## config.mk

```make
export PLATFORM = sky130hd
export DESIGN_NAME = coreabc_ram_dp
export DESIGN_NICKNAME = d
export VERILOG_FILES = /design/src/rtl/coreabc_ram_dp.sv
export SDC_FILE = /design/constraint.sdc
export NUM_CORES = 2
export LEC_CHECK = 0
export BUFFER_PORTS_ARGS = -buffer_cell sky130_fd_sc_hd__buf_2
export CORE_ASPECT_RATIO = 0.7
export CORE_MARGIN = 3
export CORE_UTILIZATION = 45
export DETAILED_ROUTE_END_ITERATION = 6
export SETUP_SLACK_MARGIN = 0.3
export SLEW_MARGIN = 10
export SYNTH_ARGS = -nofsm -noshare
export SYNTH_HDL_FRONTEND = slang
export SYNTH_SLANG_ARGS = --single-unit
```

## constraint.sdc

```tcl
create_clock -name rwclk_i -period 5.85 [get_ports rwclk_i]
set_clock_uncertainty 0.2 [all_clocks]
set_input_delay 1.17 -clock rwclk_i [delete_from_list [all_inputs] [get_ports rwclk_i]]
set_output_delay 1.17 -clock rwclk_i [all_outputs]
set_load 0.02 [all_outputs]
```

## src/rtl/coreabc_ram_dp.sv

```systemverilog
// Simple dual-port synchronous RAM: write-first bypass, 1- or 2-cycle read latency, power-on clear.
// Optional per-word parity storage and checking under COREABC_RAM_PARITY_EN.
module coreabc_ram_dp #(
  parameter int DWIDTH         = 8,
  parameter int AWIDTH         = 8,
  parameter int RDLAT          = 1,
  parameter int CLEAR_ON_RESET = 1
) (
  input  logic              rwclk_i,
  input  logic              reset_i,
  input  logic              wen_i,
  input  logic              ren_i,
  input  logic [AWIDTH-1:0] waddr_i,
  input  logic [AWIDTH-1:0] raddr_i,
  input  logic [DWIDTH-1:0] wd_i,
`ifdef COREABC_RAM_PARITY_EN
  input  logic              pinj_i,
  output logic              perr_o,
`endif
  output logic [DWIDTH-1:0] rd_o,
  output logic              rvalid_o,
  output logic              busy_o
);

`ifdef COREABC_RAM_PARITY_EN
  localparam int PW = 1;
`else
  localparam int PW = 0;
`endif
  localparam int AW    = DWIDTH + PW;
  localparam int DEPTH = 1 << AWIDTH;

  generate
    if (RDLAT != 1 && RDLAT != 2) begin : g_bad_rdlat
      $error("coreabc_ram_dp: RDLAT must be 1 or 2");
    end
  endgenerate

  typedef enum logic {S_CLEAR, S_RUN} state_e;

  typedef struct packed {
    logic              en;
    logic [AWIDTH-1:0] addr;
    logic [AW-1:0]     data;
  } wr_req_t;

  state_e                 state_q, state_d;
  logic [AWIDTH-1:0]      cnt_q, cnt_d;
  logic [AW-1:0]          mem_q [DEPTH];
  logic [AW-1:0]          wr_word, rd_word;
  wr_req_t                wr_req;
  logic                   rd_acc;
  logic [RDLAT:0]         vld_pipe;
  logic [RDLAT:1]         vld_q;
  logic [RDLAT:1][AW-1:0] dat_q;

`ifdef COREABC_RAM_PARITY_EN
  assign wr_word = {(^wd_i) ^ pinj_i, wd_i};
`else
  assign wr_word = wd_i;
`endif

  always_comb begin
    state_d = state_q;
    cnt_d   = cnt_q;
    if (state_q == S_CLEAR) begin
      cnt_d = cnt_q + 1'b1;
      if (cnt_q == {AWIDTH{1'b1}}) state_d = S_RUN;
    end
  end

  always_ff @(posedge rwclk_i) begin
    if (reset_i) begin
      state_q <= (CLEAR_ON_RESET != 0) ? S_CLEAR : S_RUN;
      cnt_q   <= '0;
    end else begin
      state_q <= state_d;
      cnt_q   <= cnt_d;
    end
  end

  assign busy_o = (state_q == S_CLEAR);

  // Clear sequencer owns the write port while busy; an all-zero word has even parity.
  always_comb begin
    wr_req = '0;
    if (!reset_i) begin
      if (busy_o) begin
        wr_req.en   = 1'b1;
        wr_req.addr = cnt_q;
      end else if (wen_i) begin
        wr_req.en   = 1'b1;
        wr_req.addr = waddr_i;
        wr_req.data = wr_word;
      end
    end
  end

  always_ff @(posedge rwclk_i) begin
    if (wr_req.en) mem_q[wr_req.addr] <= wr_req.data;
  end

  assign rd_acc   = !reset_i && !busy_o && ren_i;
  assign rd_word  = (wen_i && (waddr_i == raddr_i)) ? wr_word : mem_q[raddr_i];
  assign vld_pipe = {vld_q, rd_acc};

  // Data stages only advance on a valid beat so RD holds between reads.
  always_ff @(posedge rwclk_i) begin
    if (reset_i) begin
      vld_q <= '0;
      dat_q <= '0;
    end else begin
      vld_q <= vld_pipe[RDLAT-1:0];
      if (rd_acc) dat_q[1] <= rd_word;
      for (int k = 2; k <= RDLAT; k++)
        if (vld_pipe[k-1]) dat_q[k] <= dat_q[k-1];
    end
  end

  assign rd_o     = dat_q[RDLAT][DWIDTH-1:0];
  assign rvalid_o = vld_pipe[RDLAT];
`ifdef COREABC_RAM_PARITY_EN
  assign perr_o   = vld_pipe[RDLAT] & ((^dat_q[RDLAT][DWIDTH-1:0]) ^ dat_q[RDLAT][DWIDTH]);
`endif

endmodule

```

==> out/results.ini <==
[timing]
hold_viol = 0
drv_slew = 0
slew-limit-headroom_pct = 18.5
timing.hold.ws_ns = 0.317
fmax_ghz = 0.228
fin_crit_sh_pct = 74.9
worst_pin_slew_ns = 1.22
post-route-min-period_ns = 4.38
rsz0062_at_grt = false
setup_viol = 0
tns_ns = 0
worst_slack_ns = 1.47

[power]
total_power_mw = 29.1
ir_worst_vdd_mv = 0.311
p_leak_nw = 32.3
power.density_nw_per_um2 = 321

[finish]
stdcell_area_um2 = 90600
postLayoutCoreUtil_pct = 51.2
multi_input_area_um2 = 17200
fin_cells = 6602
area_growth_pct = 12.7
final_nets = 4118
seqCellArea_um2 = 61900
fillerInstances = 13779
drive_gt1_share_pct = 25.2

[floorplanning]
start_util_pct = 45.4
io_pins = 38
dieHeight_um = 360
core_area_um2 = 177000
dieArea_um2 = 184000
rows = 129
die_w_um = 511

[setup_path]
startpoint_type = register
critPathArrivalTime_ns = 4.62
r2r_start = state_q
startpoint = state_q
cp_data_required_time_ns = 6.09
critPathKind = reg -> reg
worst-path-max-fanout = 22
reg2regPathDepth = 5
end_kind = register

[synthesis]
synth_area_per_cell_um2 = 20.9
synthCells = 3842
netlist_area_um2 = 80400
yosysUniqueCellTypes = 61
synth.area.top_cells = edfxtp_1, mux4_2, a22oi_1, nor2_1, mux2i_1
post-synth-top-count-cell = edfxtp_1
synthArstFlopShare_pct = 0
netlist.area_leader.share_pct = 76.5
syn-num-nets = 3871
synth_warnings = 0
synth_seq_cells = 2066
synth_ff_type = edfxtp_1
synth_edf_count = 2048
ys_seq_area_share_pct = 77.0
synth_top_cell_by_area = edfxtp_1
synth_common_cells = edfxtp_1, mux4_2, nor2_1

[placed_design]
dp.cells = 6261
place_area_um2 = 84600
gp_congestion = 0.856
preCtsSetupSlack_ns = 0.767
io_buffers = 37
hpwlAfterDp_um = 129000

[cts]
cts_resized = 0
h-tree-depth = 4
clk_latency_ns = 0.82
cts_num_sinks = 2066
postCtsSetupBuffers = 0
cts_made_buffers = 184
ctsLongestPathBuffers = 3
clk_pin_slew_ns = 0.07
cts_tree = yes
cts_hold_buffers = 0
cts_root_buf = clkbuf_16

[global_route]
antenna_found_initial = 18
grt_pass1_wl_um = 301000
grt_busiest_layer = met1
use_met3_pct = 6.87
grt_usage_pct = 22.8
grt-ovfl-total = 0
grtUsageMet1_pct = 34.5
use_met2_pct = 32.1
grt_pass1_vias = 39654
grt_max_degree = 102

[routing]
dr.pass1.iters = 5
routed_via_density = 6.11
routed_wl_um = 211000
drc = 0
drt_iter0_markers = 6040
wl_per_cell_um = 31.9
ant_nets = 0
num_vias = 40336

[flow_run]
cap_violations = 0

[worst_hold_path]
min-delay-start = cnt_q[4]
min_path_cells = 2
hp-class = reg -> reg

[run_status]
status = complete, no violations

==> sequential cells by signal, indices dropped and copies added, names as in the netlist <==
name and count:
rvalid_o 1, state_q 1, mem_q 2048, rd_o 8, cnt_q 8
==> path summary, 6_finish.rpt <==
kind / to / slack (ns)
max: mem_q[95][3] / 1.47
min: cnt_q[4] / 0.32
max reg2reg: mem_q[95][3] / 1.47
min reg2reg: cnt_q[4] / 0.32
==> kinds of logic (layout without fill, tap and decap cells) <==
group,Yosys count,count (layout),share of synthesized area [%]
flip-flops,2066,2066,77.0
multiplexers,588,588,14.7
AND/OR/NAND/NOR,529,529,2.86
AO/OA/AOI/OAI,414,414,3.55
buffers and inverters,231,626,1.76
XOR/XNOR,13,13,0.142
adder cells (fa/ha/maj),1,1,0.0156
other,0,7,0
==> layout by cell type (no fill, tap or decap), types with 8 or more instances in the layout <==
cell and n:
nand2_2 11, nand2b_1 9, clkbuf_1 37, o221ai_1 37
clkbuf_16 190, bufinv_16 19, and3_4 8, buf_12 39
mux2i_1 92, buf_2 33, a211oi_1 13, mux2_2 24
or3_1 13, nand3_1 19, and2_1 8, clkinv_1 46
a21oi_1 89, clkinv_2 27, a22o_1 13, inv_6 9
nor2_1 285, nor3_1 17, a22oi_1 155, buf_4 212
o22ai_1 19, o21ai_0 41, nand4_1 11, nand2_1 96
edfxtp_1 2048, nor2b_1 15, mux4_2 471, dfxtp_1 18
==> report_power, final <==
group	switching (mW)	internal (mW)	total, mW
logic	0.608	0.348	0.955
registers	0.00519	16.0	16.0
clock network	5.36	6.77	12.1
==> layer usage <==
metal	vias to the layer above	share of wire, %
li1	16576	-
met1	21336	42
met2	2104	44
met3	310	11
met4	10	2.6
met5	-	0.034
==> worst max-delay path, cell delays in order, from the launching register on <==
cell and delay [ns]:
dfxtp_1 0.68, and2_1 0.67, a22oi_1 0.31, nor3_1 0.61, nand2_1 0.63, nor2_1 0.88
==> cell type report <==
type	instances	area share, %
repair buffers	287	2.85
diodes	7	0.0193
inverters	5	0.0207
multi-input cells	1545	19.0
clock inverters	107	1.14
clock buffers	227	5.40
well taps	2358	3.26
flip-flops and latches	2066	68.3
Note: power is estimated with default switching activity, not from simulation.
